File: src/rtl/rf_req_pkg.sv
// Shared defaults and entry-layout helpers for the per-bank RF request queue.
// Entry layout, MSB to LSB: {same, ocid, row}.
// Offsets are functions so that parametrised widths keep one source of truth.
package rf_req_pkg;

  localparam int ROW_W_DEF  = 3;
  localparam int OCID_W_DEF = 3;
  localparam int DATA_W_DEF = 256;

  // Row field sits at the bottom of an entry.
  localparam int ROW_LSB = 0;

  // Total stored width of one queued read request.
  function automatic int entry_w(input int ocid_w, input int row_w);
    return 1 + ocid_w + row_w;
  endfunction

  // OC ID sits directly above the row field.
  function automatic int ocid_lsb(input int row_w);
    return row_w;
  endfunction

  // The same-row flag is the entry MSB.
  function automatic int same_bit(input int ocid_w, input int row_w);
    return ocid_w + row_w;
  endfunction

endpackage

File: src/rtl/rf_req_arbiter.sv
// Bank-port arbiter: CDB writeback normally wins, queued reads get a forced slot.
// Latency: grant/issue are combinational; only the starvation counter is registered.
// Backpressure: wr_ready_o drops for one cycle once a read has waited STARVE_MAX write cycles.
module rf_req_arbiter #(
  parameter int STARVE_MAX = 4
) (
  input  logic clk,
  input  logic rst,
  input  logic empty_i,
  input  logic wr_valid_i,
  output logic wr_ready_o,
  output logic rf_wr_o,
  output logic rd_valid_o
);

  localparam int SW = $clog2(STARVE_MAX + 1);

  logic [SW-1:0] starve_q;
  logic [SW-1:0] starve_d;
  logic          starve_hit;

  assign starve_hit = (starve_q == SW'(STARVE_MAX));

  // Grant decision: a starved pending read steals the port from the writeback.
  always_comb begin
    wr_ready_o = !(starve_hit && !empty_i);
    rf_wr_o    = wr_valid_i && wr_ready_o;
    rd_valid_o = !empty_i && !rf_wr_o;
  end

  // Count consecutive write wins that pass over a pending read, saturating.
  always_comb begin
    starve_d = starve_q;
    if (rd_valid_o || empty_i) begin
      starve_d = '0;
    end else if (rf_wr_o && !starve_hit) begin
      starve_d = starve_q + SW'(1);
    end
  end

  // Starvation counter register.
  always_ff @(posedge clk or posedge rst) begin
    if (rst) begin
      starve_q <= '0;
    end else begin
      starve_q <= starve_d;
    end
  end

endmodule

File: src/rtl/rf_bank_req_queue.sv
// Per-bank RF read-request queue, tagging each read with its destination OC ID.
// Latency: an entry enqueued at edge N is issuable in cycle N+1; pop is combinational from the head.
// Backpressure: all-or-nothing in_ready against pre-pop free space; writebacks may be stalled.
module rf_bank_req_queue
  import rf_req_pkg::*;
#(
  parameter int DEPTH      = 8,
  parameter int ROW_W      = ROW_W_DEF,
  parameter int OCID_W     = OCID_W_DEF,
  parameter int DATA_W     = DATA_W_DEF,
  parameter int STARVE_MAX = 4
) (
  input  logic                       clk,
  input  logic                       rst,
  input  logic                       in_valid0,
  input  logic                       in_valid1,
  input  logic [ROW_W-1:0]           in_row0,
  input  logic [ROW_W-1:0]           in_row1,
  input  logic [OCID_W-1:0]          in_ocid0,
  input  logic [OCID_W-1:0]          in_ocid1,
  input  logic                       in_same,
  output logic                       in_ready,
  input  logic                       wr_valid,
  input  logic [ROW_W-1:0]           wr_row,
  input  logic [DATA_W-1:0]          wr_data,
  output logic                       wr_ready,
  output logic [ROW_W-1:0]           rf_addr,
  output logic                       rf_wr,
  output logic [DATA_W-1:0]          rf_wdata,
  output logic                       rd_valid,
  output logic [OCID_W-1:0]          rd_ocid,
  output logic                       rd_same,
  output logic [$clog2(DEPTH+1)-1:0] count,
  output logic                       full,
  output logic                       empty
);

  localparam int AW       = $clog2(DEPTH);
  localparam int PW       = AW + 1;
  localparam int CW       = $clog2(DEPTH + 1);
  localparam int EW       = entry_w(OCID_W, ROW_W);
  localparam int OCID_LSB = ocid_lsb(ROW_W);
  localparam int SAME_BIT = same_bit(OCID_W, ROW_W);

  logic [EW-1:0] mem_q [DEPTH];
  logic [PW-1:0] wr_ptr_q, wr_ptr_d;
  logic [PW-1:0] rd_ptr_q, rd_ptr_d;
  logic [PW-1:0] used;
  logic [PW-1:0] free_slots;
  logic [1:0]    need;
  logic          push;
  logic          same_push;
  logic [EW-1:0] ent0, ent1, head;
  logic [AW-1:0] wr_idx0, wr_idx1;

  assign used       = wr_ptr_q - rd_ptr_q;
  assign free_slots = PW'(DEPTH) - used;
  assign count      = CW'(used);
  assign empty      = (used == '0);
  assign full       = (used == PW'(DEPTH));
  assign head       = mem_q[rd_ptr_q[AW-1:0]];
  assign wr_idx0    = wr_ptr_q[AW-1:0];
  assign wr_idx1    = wr_ptr_q[AW-1:0] + AW'(1);
  assign rf_wdata   = wr_data;

  // Work out how many entries this cycle wants and build them in enqueue order.
  always_comb begin
    same_push = in_same && in_valid0;
    need      = 2'd0;
    ent0      = '0;
    ent1      = {1'b0, in_ocid1, in_row1};
    if (same_push) begin
      need = 2'd1;
      ent0 = {1'b1, in_ocid0, in_row0};
    end else if (in_valid0) begin
      need = in_valid1 ? 2'd2 : 2'd1;
      ent0 = {1'b0, in_ocid0, in_row0};
    end else if (in_valid1) begin
      need = 2'd1;
      ent0 = {1'b0, in_ocid1, in_row1};
    end
    in_ready = (free_slots >= PW'(need));
    push     = in_ready && (need != 2'd0);
  end

  rf_req_arbiter #(
    .STARVE_MAX (STARVE_MAX)
  ) u_arb (
    .clk        (clk),
    .rst        (rst),
    .empty_i    (empty),
    .wr_valid_i (wr_valid),
    .wr_ready_o (wr_ready),
    .rf_wr_o    (rf_wr),
    .rd_valid_o (rd_valid)
  );

  // Bank port mux and issued-read fields; zero whenever nothing is issued.
  always_comb begin
    rf_addr = '0;
    rd_ocid = '0;
    rd_same = 1'b0;
    if (rf_wr) begin
      rf_addr = wr_row;
    end else if (rd_valid) begin
      rf_addr = head[ROW_LSB +: ROW_W];
    end
    if (rd_valid) begin
      rd_ocid = head[OCID_LSB +: OCID_W];
      rd_same = head[SAME_BIT];
    end
  end

  // Pointer next-state: push advances by need, pop by one.
  always_comb begin
    wr_ptr_d = wr_ptr_q;
    rd_ptr_d = rd_ptr_q;
    if (push) begin
      wr_ptr_d = wr_ptr_q + PW'(need);
    end
    if (rd_valid) begin
      rd_ptr_d = rd_ptr_q + PW'(1);
    end
  end

  // Pointer registers; extra MSB separates full from empty across wrap.
  always_ff @(posedge clk or posedge rst) begin
    if (rst) begin
      wr_ptr_q <= '0;
      rd_ptr_q <= '0;
    end else begin
      wr_ptr_q <= wr_ptr_d;
      rd_ptr_q <= rd_ptr_d;
    end
  end

  // Entry storage; contents need no reset since nothing is exposed while empty.
  always_ff @(posedge clk) begin
    if (push) begin
      mem_q[wr_idx0] <= ent0;
      if (need == 2'd2) begin
        mem_q[wr_idx1] <= ent1;
      end
    end
  end

endmodule

File: config.mk
export PLATFORM = sky130hd
export DESIGN_NAME = rf_bank_req_queue
export DESIGN_NICKNAME = d
export VERILOG_FILES = /design/src/rtl/rf_req_pkg.sv /design/src/rtl/rf_req_arbiter.sv /design/src/rtl/rf_bank_req_queue.sv
export SDC_FILE = /design/constraint.sdc
export NUM_CORES = 1
export LEC_CHECK = 0
export ABC_AREA = 1
export CAP_MARGIN = 20
export CORE_AREA = 2 2 213 215
export CTS_CLUSTER_DIAMETER = 40
export DETAILED_ROUTE_END_ITERATION = 6
export DIE_AREA = 0 0 215 217
export GPL_ROUTABILITY_DRIVEN = 0
export PLACE_DENSITY_LB_ADDON = 0.08
export SYNTH_ARGS = -nofsm -noshare
export SYNTH_HDL_FRONTEND = slang
export SYNTH_SLANG_ARGS = --single-unit
File: constraint.sdc
create_clock -name clk -period 4.85 [get_ports clk]
set_input_delay 0.97 -clock clk [delete_from_list [all_inputs] [get_ports clk]]
set_output_delay 0.97 -clock clk [all_outputs]
set_load 0.02 [all_outputs]
==> qor.yml, run 1 <==
status:
  outcome: "finished clean"
setup_path:
  cp.depth: 10
  arrival_ns: 3.59
  cp_max_fo: 3
  cpPeakStageDelay_ns: 0.60
  crit_path_end: "in_ready"
  crit_start: "in_valid0"
  criticalPathCategory: "in2out"
  critPathBufInv: 3
  cp.required_ns: 3.88
  ff2ff_setup_slack_ns: 1.22
  path_cells: "clkdlybuf4s50_1 > inv_1 > ha_1 > or2_4 > ha_1 > o21ai_0 > nand2_1 > nor2_1 > nand3_2 > clkdlybuf4s50_1"
  critPathLaunchType: "primary input"
  rr_endpoint: "mem_q[4][1]"
  path_delay_family: "buffers and inverters"
  reg2regPathDepth: 14
  cp_slowest_cell: "clkdlybuf4s50_1"
  regToRegStartpoint: "wr_ptr_q[0]"
  endpoint_kind: "output pin"
synth:
  synthTopCellsByCount: "buf_4 (262), nand2_1 (97), nand4_1 (57)"
  netlist_top_cells_area: "buf_4 (31%), edfxtp_1 (23%), nand2_1 (5.7%)"
  yosys.area.top_type_share_pct: 30.99
  syn_area_um2: 6346
  synthArstFlopShare_pct: 16.42
  synth-xor-area-share_pct: 0.8281
  ys_seq_area_share_pct: 29.57
  ys_seq_elements: 67
  ys_types: 41
  yosys_warnings: 0
  yosysMostFrequentCell: "buf_4"
  yosysTopAreaCell: "buf_4"
  synth.area.mux_share_pct: 0
  synth_edf_count: 48
  synth_compound_gate_area_share_pct: 8.537
  yosys.area_share.simple_pct: 20.96
  synth_nets: 1065
  avgSynthCellArea_um2: 8.220
  syn_inst: 772
  synth_top_family_by_area: "buffers and inverters"
  synth-main-ff-cell: "edfxtp_1"
  synth_fa_ha_area_share_pct: 3.391
placement:
  port_buffers: 37
  dp_hpwl_um: 16940
power_and_ir_drop:
  combPwrFrac_pct: 61.6
  seq_power_share_pct: 22.8
  ir_drop_mv: 0.4080
  power_density_nw_per_um2: 705.5
  total_power_mw: 4.129
  power.leakage_nw: 2.168
  p_sw_share_pct: 50.12
  p_sw_mw: 2.069
  intPower_mw: 2.059
  pwr-share-clk_pct: 15.6
clocking:
  numCtsBuffers: 9
  clk_latency_ns: 0.34
  cts_hold_buffers: 0
  clk_pin_slew_worst_paths_ns: 0.05
  cts.sinks: 67
  cts_tree: "yes"
  htree_levels: 3
  cts-root-buf: "clkbuf_16"
  clock_path_buffers: 2
  post_cts_buffers: 0
  ctsResizeCount: 0
drt:
  routedWlPerCell_um: 18.62
  vias: 4162
  wirelength_um: 21740
  first_pass_iters: 5
  ant_nets: 0
  viasPerCell: 3.566
  drtIter0Drc: 296
  drc: 0
global_routing:
  use_met2_pct: 15.35
  use_met1_pct: 10.48
  antenna_found_initial: 0
  grt_max_degree: 74
  grt_pass1_vias: 4417
  grt.busiest_layer: "met2"
  use_met3_pct: 3.466
  grt_pass1_wl_um: 31600
  grtUsageTotal_pct: 9.233
  grt_overflow: 0
sta:
  post-route-period-util_pct: 94.01
  finalHoldViolCount: 0
  tns_ns: 0
  setup-violations-final: 0
  max_freq_ghz: 0.2193
  drv_slew: 0
  rsz0062_at_grt: "no"
  relSlewSlack_pct: 29.41
  fin_crit_ns: 4.559
  worstMarginPinSlew_ns: 1.051
  finClkSkew_ns: 0.005418
  whs_ns: 0.4769
layout:
  diodes: 0
  layout.nets: 856
  drive_gt1_share_pct: 11.46
  fill_cells: 5185
  area_growth_pct: -7.788
die:
  ios: 550
  start_util_pct: 14.20
  dieArea_um2: 46660
  coreArea_um2: 44700
  fp.dieW_um: 215
  row_count: 78
  die_h_um: 217
hold_path:
  hold_class: "reg2reg"
flow_run:
  cap_violations: 0
==> worst min-delay path by stage <==
stage                            startpoint           endpoint  depth (start not counted)
after global placement    u_arb.starve_q[0]  u_arb.starve_q[0]                          1
after global routing      u_arb.starve_q[0]  u_arb.starve_q[0]                          1
final                     u_arb.starve_q[0]  u_arb.starve_q[0]                          1
after detailed placement  u_arb.starve_q[0]  u_arb.starve_q[0]                          1
after floorplan           u_arb.starve_q[0]  u_arb.starve_q[0]                          1
after CTS                 u_arb.starve_q[0]  u_arb.starve_q[0]                          1
==> state kept, by name, summed over array words and instances, names as in the netlist <==
signal and cells:
rd_ptr_q 4, mem_q 56, wr_ptr_q 4, u_arb.starve_q 3
==> layout make-up <==
type / count / area, um^2 / area share [%]
clock inverters: 5 / 45.04 / 0.7697
flip-flops and latches: 67 / 1877 / 32.07
multi-input cells: 363 / 2140 / 36.56
inverters: 60 / 227.7 / 3.891
clock buffers: 10 / 229.0 / 3.913
well taps: 600 / 750.7 / 12.83
repair buffers: 62 / 583.1 / 9.964
==> layout by cell type, fill, tap and decap left out, drive strengths merged, types with 14 or more instances in the layout <==
cell,n
nor2,41
inv,58
ha,14
nand3,20
buf,24
o21ai,78
clkdlybuf4s50,37
edfxtp,48
nand4,65
nand2,102
==> logic make-up (layout without fill, tap and decap cells) <==
logic type	Yosys count	after routing
DFF	67	67
xor gates and xnor gates	6	6
AOI/OAI and AO/OA	102	102
adders and majority gates	16	16
and+or+nand+nor	239	239
buffers and inverters	342	137
==> metal layers <==
| metal | up-vias | wire length [um] |
|---|---|---|
| met5 | - | 35 |
| met4 | 2 | 658 |
| met3 | 69 | 1846 |
| met2 | 205 | 10460 |
| met1 | 1980 | 8737 |
| li1 | 1906 | - |
==> power groups by stage <==
| stage | sequential [mW] | combinational [mW] | clock (mW) |
|---|---|---|---|
| floorplan | 0.936 | 2.08 | 0 |
| global placement | 0.957 | 2.66 | 0 |
| detailed placement | 0.958 | 2.63 | 0 |
| CTS | 0.947 | 2.64 | 0.664 |
| global route | 0.964 | 2.86 | 0.684 |
| finish | 0.943 | 2.54 | 0.644 |
==> stage by stage <==
stage,setup slack (ns),cell area (um^2),instances,utilization [%]
floorplan,0.8299,6346,772,-
global placement,0.2163,5570,1151,12.46
detailed placement,0.2248,5570,1151,12.46
CTS,0.2114,5844,1166,13.08
global route,0.1572,5852,1167,13.09
finish,0.2905,5852,1167,13.09
==> worst reg2reg max path, cell delays in order, from the launching register on <==
cell	delay, ns
dfrtp_1	0.40
inv_4	0.16
ha_1	0.17
inv_1	0.06
fa_1	0.53
inv_1	0.07
ha_1	0.29
ha_1	0.28
o21ai_0	0.07
nand2_1	0.07
nor2_1	0.06
nand3_2	0.16
buf_12	0.36
nand4_4	0.30
nand2_1	0.32
Note: power is estimated with default switching activity, not from simulation.
==> run 2, diff against run 1 <==
--- a/config.mk
+++ b/config.mk
@@ -7,10 +7,11 @@
 export LEC_CHECK = 0
 export ABC_AREA = 1
 export CAP_MARGIN = 20
-export CORE_AREA = 2 2 213 215
+export CORE_AREA = 2 2 217 219
+export CTS_BUF_LIST = sky130_fd_sc_hd__clkbuf_8
 export CTS_CLUSTER_DIAMETER = 40
 export DETAILED_ROUTE_END_ITERATION = 6
-export DIE_AREA = 0 0 215 217
+export DIE_AREA = 0 0 219 221
 export GPL_ROUTABILITY_DRIVEN = 0
 export PLACE_DENSITY_LB_ADDON = 0.08
 export SYNTH_ARGS = -nofsm -noshare
==> constraint.sdc (replaced) <==
create_clock -name clk -period 5.25 [get_ports clk]
set_input_delay 1.05 -clock clk [delete_from_list [all_inputs] [get_ports clk]]
set_output_delay 1.05 -clock clk [all_outputs]
set_load 0.02 [all_outputs]
==> qor.yml, run 2 (synthesis results as in run 1) <==
status:
  outcome: "finished clean"
die:
  row_count: 79  # +1.3%
  fp.dieW_um: 219  # +1.9%
  dieArea_um2: 48400  # +3.7%
  coreArea_um2: 46060  # +3.1%
  ios: 550  # unchanged
  start_util_pct: 13.78  # -0.42 points
  die_h_um: 221  # +1.8%
layout:
  drive_gt1_share_pct: 10.75  # -0.71 points
  final_common_cell: "nand2_1"
  multi_input_area_um2: 2147  # +0.35%
  largest-register: "mem_q"
  reg_top3: "mem_q (56), rd_ptr_q (4), wr_ptr_q (4)"
  fill_cells: 5333  # +2.9%
  largest_reg_flops: 56  # unchanged
  area_growth_pct: -9.405
  layout.nets: 846  # -1.2%
  final_cell_mix: "nand2_1 (97), nand4_1 (57), inv_1 (53), o21ai_0 (51), edfxtp_1 (48)"
  regArea_um2: 1877  # unchanged
  fin_area_um2: 5749  # -1.8%
sta:
  post-route-period-util_pct: 89.53
  setup_slack_ns: 0.5498  # +0.2593 ns
  drv_slew: 0  # unchanged
  worstMarginPinSlew_ns: 1.011  # -0.04011 ns
  tns_ns: 0  # unchanged
  rsz0062_at_grt: "no"
  setup-violations-final: 0  # unchanged
  finalHoldViolCount: 0  # unchanged
  fin_crit_ns: 4.700
  max_freq_ghz: 0.2128
  finClkSkew_ns: 0.01237  # +0.006949 ns
  relSlewSlack_pct: 32.17  # +2.8 points
power_and_ir_drop:
  seq_power_share_pct: 23.3  # +0.5 points
  total_power_mw: 3.766  # -8.8%
  intPower_mw: 1.835  # -11%
  pwr-share-clk_pct: 14.9  # -0.7 points
  power.leakage_nw: 2.109  # -2.8%
  power_density_nw_per_um2: 655.1  # -7.2%
  p_sw_share_pct: 51.29  # +1.2 points
  combPwrFrac_pct: 61.8  # +0.2 points
  ir_drop_mv: 0.2781  # -32%
  p_sw_mw: 1.932  # -6.6%
setup_path:
  criticalPathCategory: "reg2out"
  ff2ff_setup_slack_ns: 1.38  # +0.16 ns
  reg2regPathDepth: 14  # unchanged
  cp.required_ns: 4.20  # +0.32 ns
  path_cells: "inv_4 > ha_1 > inv_1 > fa_1 > inv_1 > ha_1 > inv_1 > nor2_1 > nand2_1 > nand2_1 > nand2_1 > nand2_1 > buf_4 > inv_1 > clkdlybuf4s50_1"
  cpPeakStageDelay_ns: 0.63  # +0.03 ns
  path_delay_family: "buffers and inverters"
  regToRegStartpoint: "wr_ptr_q[0]"
  critPathBufInv: 7  # +4
  cp_slowest_cell: "clkdlybuf4s50_1"
  arrival_ns: 3.65  # +0.06 ns
  critPathLaunchType: "flip-flop"
  rr_endpoint: "mem_q[0][0]"
  endpoint_kind: "output pin"
  cp_max_fo: 8  # +5
clocking:
  post_cts_buffers: 0  # unchanged
  clk_latency_ns: 0.39  # +0.05 ns
  numCtsBuffers: 9  # unchanged
  ctsResizeCount: 0  # unchanged
  cts.sinks: 67  # unchanged
  cts_tree: "yes"
  cts-root-buf: "clkbuf_8"
  htree_levels: 3  # unchanged
  clock_path_buffers: 2  # unchanged
  cts_hold_buffers: 0  # unchanged
  clk_pin_slew_worst_paths_ns: 0.09  # +0.04 ns
global_routing:
  grt_pass1_vias: 4259  # -3.6%
  grtUsageTotal_pct: 9.292  # +0.059 points
  grt_pass1_wl_um: 31850  # +0.78%
  grt_overflow: 0  # unchanged
  antenna_found_initial: 2  # +2
  grt_max_degree: 74  # unchanged
hold_path:
  hold_path_startpoint: "u_arb.starve_q[0]"
  worstHoldEndpoint: "u_arb.starve_q[0]"
  hold_class: "reg2reg"
  hold_depth: 1  # unchanged
placement:
  post-place-ws_ns: 0.5321  # +0.3073 ns
  placed_cell_area_um2: 5507  # -1.1%
  dp_hpwl_um: 17870  # +5.5%
  port_buffers: 37  # unchanged
drt:
  first_pass_iters: 5  # unchanged
  routedWlPerCell_um: 19.27  # +3.5%
  viasPerCell: 3.564  # about the same
  vias: 4156  # -0.14%
  drc: 0  # unchanged
  ant_nets: 0  # unchanged
  drtIter0Drc: 261  # -12%
  wirelength_um: 22470  # +3.4%
flow_run:
  cap_violations: 0  # unchanged
-- run 2: cell types whose count changed in the layout (fill, tap and decap cells not counted), sizes merged --
cell and change:
bufinv +2, clkbuf -2, diode +1, buf -9
-- run 2: power by group through the flow --
stage	Sequential, mW	Clock (mW)	Combinational (mW)
6_report	0.878	0.560	2.33
5_1_grt	0.899	0.590	2.61
3_5_place_dp	0.893	0	2.41
3_3_place_gp	0.896	0	2.42
4_1_cts	0.881	0.578	2.41
2_1_floorplan	0.865	0	1.92
-- run 2: final cells by class --
| type | instances | share of cell area [%] |
|---|---|---|
| well taps | 607 | 13.21 |
| clock inverters | 7 | 2.024 |
| inverters | 60 | 3.961 |
| repair buffers | 52 | 8.618 |
| clock buffers | 9 | 2.155 |
| multi-input cells | 363 | 37.34 |
| diodes | 1 | 0.04353 |
| flip-flops and latches | 67 | 32.64 |
-- run 2: per-stage QoR --
step	instances	util [%]	hold slack, ns
3_3_place_gp	1149	11.95	0.4468
6_report	1166	12.48	0.4610
5_1_grt	1166	12.48	0.4868
2_1_floorplan	772	-	0.4310
3_5_place_dp	1149	11.95	0.4578
4_1_cts	1165	12.48	0.4691
-- run 2: worst max-delay path by stage --
stage                start         end  cells past startpoint
6_report       wr_ptr_q[0]    rd_valid                     15
5_1_grt        wr_ptr_q[0]    rd_valid                     15
4_1_cts        wr_ptr_q[0]    rd_valid                     15
3_5_place_dp     in_valid0    in_ready                     10
3_3_place_gp     in_valid0    in_ready                     10
2_1_floorplan  rd_ptr_q[1]  rf_addr[1]                     13
-- run 2: per-layer routing --
| layer | routed length [um] | track usage (%) | share of wire [%] |
|---|---|---|---|
| met1 | 8653 | 10.43 | 39 |
| met2 | 10950 | 15.41 | 49 |
| met3 | 1962 | 3.038 | 8.7 |
| met4 | 905 | 5.187 | 4.0 |
| met5 | 0 | 0 | 0 |
==> run 3, diff against run 2 <==
--- a/config.mk
+++ b/config.mk
@@ -7,13 +7,14 @@
 export LEC_CHECK = 0
 export ABC_AREA = 1
 export CAP_MARGIN = 20
-export CORE_AREA = 2 2 217 219
+export CORE_AREA = 2 2 211 213
 export CTS_BUF_LIST = sky130_fd_sc_hd__clkbuf_8
 export CTS_CLUSTER_DIAMETER = 40
 export DETAILED_ROUTE_END_ITERATION = 6
-export DIE_AREA = 0 0 219 221
+export DIE_AREA = 0 0 213 215
 export GPL_ROUTABILITY_DRIVEN = 0
 export PLACE_DENSITY_LB_ADDON = 0.08
+export SLEW_MARGIN = 0
 export SYNTH_ARGS = -nofsm -noshare
 export SYNTH_HDL_FRONTEND = slang
 export SYNTH_SLANG_ARGS = --single-unit
==> constraint.sdc (replaced) <==
create_clock -name clk -period 4 [get_ports clk]
set_input_delay 0.8 -clock clk [delete_from_list [all_inputs] [get_ports clk]]
set_output_delay 0.8 -clock clk [all_outputs]
set_load 0.02 [all_outputs]
==> qor.yml, run 3 (synthesis results as in run 1) <==
status:
  outcome: "finished clean"
flow_run:
  cap_violations: 0  # unchanged
drt:
  first_pass_iters: 4  # -1
  drc: 0  # unchanged
  wirelength_um: 22160  # -1.4%
  viasPerCell: 3.530  # -0.96%
  drtIter0Drc: 255  # -2.3%
  ant_nets: 0  # unchanged
  routedWlPerCell_um: 18.56  # -3.7%
  vias: 4215  # +1.4%
clocking:
  post_cts_buffers: 0  # unchanged
  cts-root-buf: "clkbuf_8"
  clk_pin_slew_worst_paths_ns: 0.08  # about the same
  cts_tree: "yes"
  htree_levels: 3  # unchanged
  clock_path_buffers: 2  # unchanged
  numCtsBuffers: 9  # unchanged
  cts_hold_buffers: 0  # unchanged
  clk_latency_ns: 0.37  # -0.02 ns
  cts.sinks: 67  # unchanged
global_routing:
  antenna_found_initial: 0  # -2
  grt_overflow: 0  # unchanged
  grtUsageTotal_pct: 9.845  # +0.55 points
  grt_pass1_vias: 4569  # +7.3%
  grt_pass1_wl_um: 32160  # +0.97%
  grt_max_degree: 73  # -1.4%
power_and_ir_drop:
  intPower_mw: 2.492  # +36%
  power_density_nw_per_um2: 839.8  # +28%
  p_sw_mw: 2.561  # +33%
  total_power_mw: 5.053  # +34%
  combPwrFrac_pct: 65.1  # +3.3 points
  seq_power_share_pct: 22.3  # -1.0 points
  ir_drop_mv: 0.6002  # +120%
  p_sw_share_pct: 50.69  # -0.60 points
  pwr-share-clk_pct: 12.6  # -2.3 points
  power.leakage_nw: 2.321  # +10%
sta:
  relSlewSlack_pct: 29.92  # -2.3 points
  rsz0062_at_grt: "yes"
  whs_ns: 0.4667  # +0.005775 ns
  setup-violations-final: 0  # unchanged
  fin_crit_ns: 3.790
  post-route-period-util_pct: 94.74
  max_freq_ghz: 0.2639
  drv_slew: 0  # unchanged
  worstMarginPinSlew_ns: 1.043  # +0.03255 ns
  tns_ns: 0  # unchanged
  finalHoldViolCount: 0  # unchanged
  finClkSkew_ns: 0.01254  # +0.0001766 ns
hold_path:
  worstHoldEndpoint: "u_arb.starve_q[0]"
  hold_depth: 1  # unchanged
  hold_path_startpoint: "u_arb.starve_q[0]"
  hold_class: "reg2reg"
setup_path:
  crit_start: "wr_ptr_q[0]"
  cp.required_ns: 3.20  # -1.00 ns
  endpoint_kind: "output pin"
  arrival_ns: 2.99  # -0.66 ns
  criticalPathCategory: "reg2out"
  ff2ff_setup_slack_ns: 0.43  # -0.95 ns
  rr_endpoint: "mem_q[5][5]"
  regToRegStartpoint: "wr_ptr_q[0]"
  cp_max_fo: 11  # +3
  reg2regPathDepth: 15  # +1
  critPathLaunchType: "flip-flop"
die:
  coreArea_um2: 43640  # -5.3%
  die_h_um: 215  # -2.7%
  start_util_pct: 14.54  # +0.76 points
  ios: 550  # unchanged
  row_count: 77  # -2.5%
  fp.dieW_um: 213  # -2.7%
  dieArea_um2: 45800  # -5.4%
layout:
  final_common_cell: "nand2_1"
  largest-register: "mem_q"
  fill_cells: 4945  # -7.3%
  diodes: 0  # -1
  reg_top3: "mem_q (56), rd_ptr_q (4), wr_ptr_q (4)"
  area_growth_pct: -5.185
  instances_no_fill: 1194  # +2.4%
  drive_gt1_share_pct: 18.27  # +7.5 points
  regArea_um2: 1877  # unchanged
  layout.nets: 891  # +5.3%
  largest_reg_flops: 56  # unchanged
  fin_util_pct: 13.79  # +1.3 points
  final_cell_mix: "nand2_1 (97), nand4_1 (57), buf_4 (57), inv_1 (53), o21ai_0 (51)"
  multi_input_area_um2: 2150  # +0.12%
placement:
  port_buffers: 37  # unchanged
  dp.cells: 1179  # +2.6%
  dp_hpwl_um: 17680  # -1.1%
[run 3: cell type report]
type | count | share of cell area, %
timing repair buffer | 97 | 13.58
multi-input combinational | 363 | 35.72
tap | 592 | 12.31
clock inverter | 6 | 1.352
inverter | 60 | 3.785
sequential | 67 | 31.19
clock buffer | 9 | 2.059
[run 3: how the worst max path moves through the flow]
stage / endpoint / slack, ns
3_5_place_dp: in_ready / -0.28
6_report: rf_addr[0] / 0.21
3_3_place_gp: in_ready / -0.29
4_1_cts: rf_wr / 0.007
5_1_grt: rf_addr[0] / -0.02
2_1_floorplan: rf_addr[1] / 0.15
[run 3: layer usage]
layer / vias to the layer above / part of all wire [%] / global-route usage (%)
met5: - / 0 / 0.2155
met4: 0 / 2.6 / 4.172
met3: 71 / 7.5 / 3.376
met2: 172 / 50 / 16.87
met1: 1994 / 40 / 10.99
li1: 1978 / - / -
[run 3: critical path, cell delays in order (launching register included)]
cell	delay [ns]
dfrtp_1	0.41
inv_4	0.06
ha_1	0.14
inv_1	0.06
fa_1	0.53
inv_1	0.07
ha_1	0.19
inv_1	0.07
nor2_1	0.04
nand2_1	0.13
nand2_1	0.09
nand2_1	0.08
nand2_1	0.08
buf_12	0.16
o21ai_0	0.13
dlygate4sd2_1	0.35
[run 3: per-stage QoR]
stage	cell area [um^2]	setup WS [ns]
after floorplan	6346	0.1499
after global placement	5831	-0.2863
after detailed placement	5836	-0.2759
after CTS	6032	0.007178
after global routing	6017	-0.01960
final	6017	0.2103
[run 3: power by group through the flow]
stage	registers, mW	logic [mW]	clock network [mW]
detailed placement	1.15	3.45	0
global placement	1.14	3.48	0
CTS	1.13	3.42	0.665
global route	1.15	3.70	0.687
floorplan	1.13	2.52	0
finish	1.13	3.29	0.636
[run 3: timing repair]
item | in CTS | in global routing
endpoints found under the setup margin | 9 | 8
endpoints found under the hold margin | 0 | 0
resized for setup | 11 | 15
gates cloned | 0 | 0
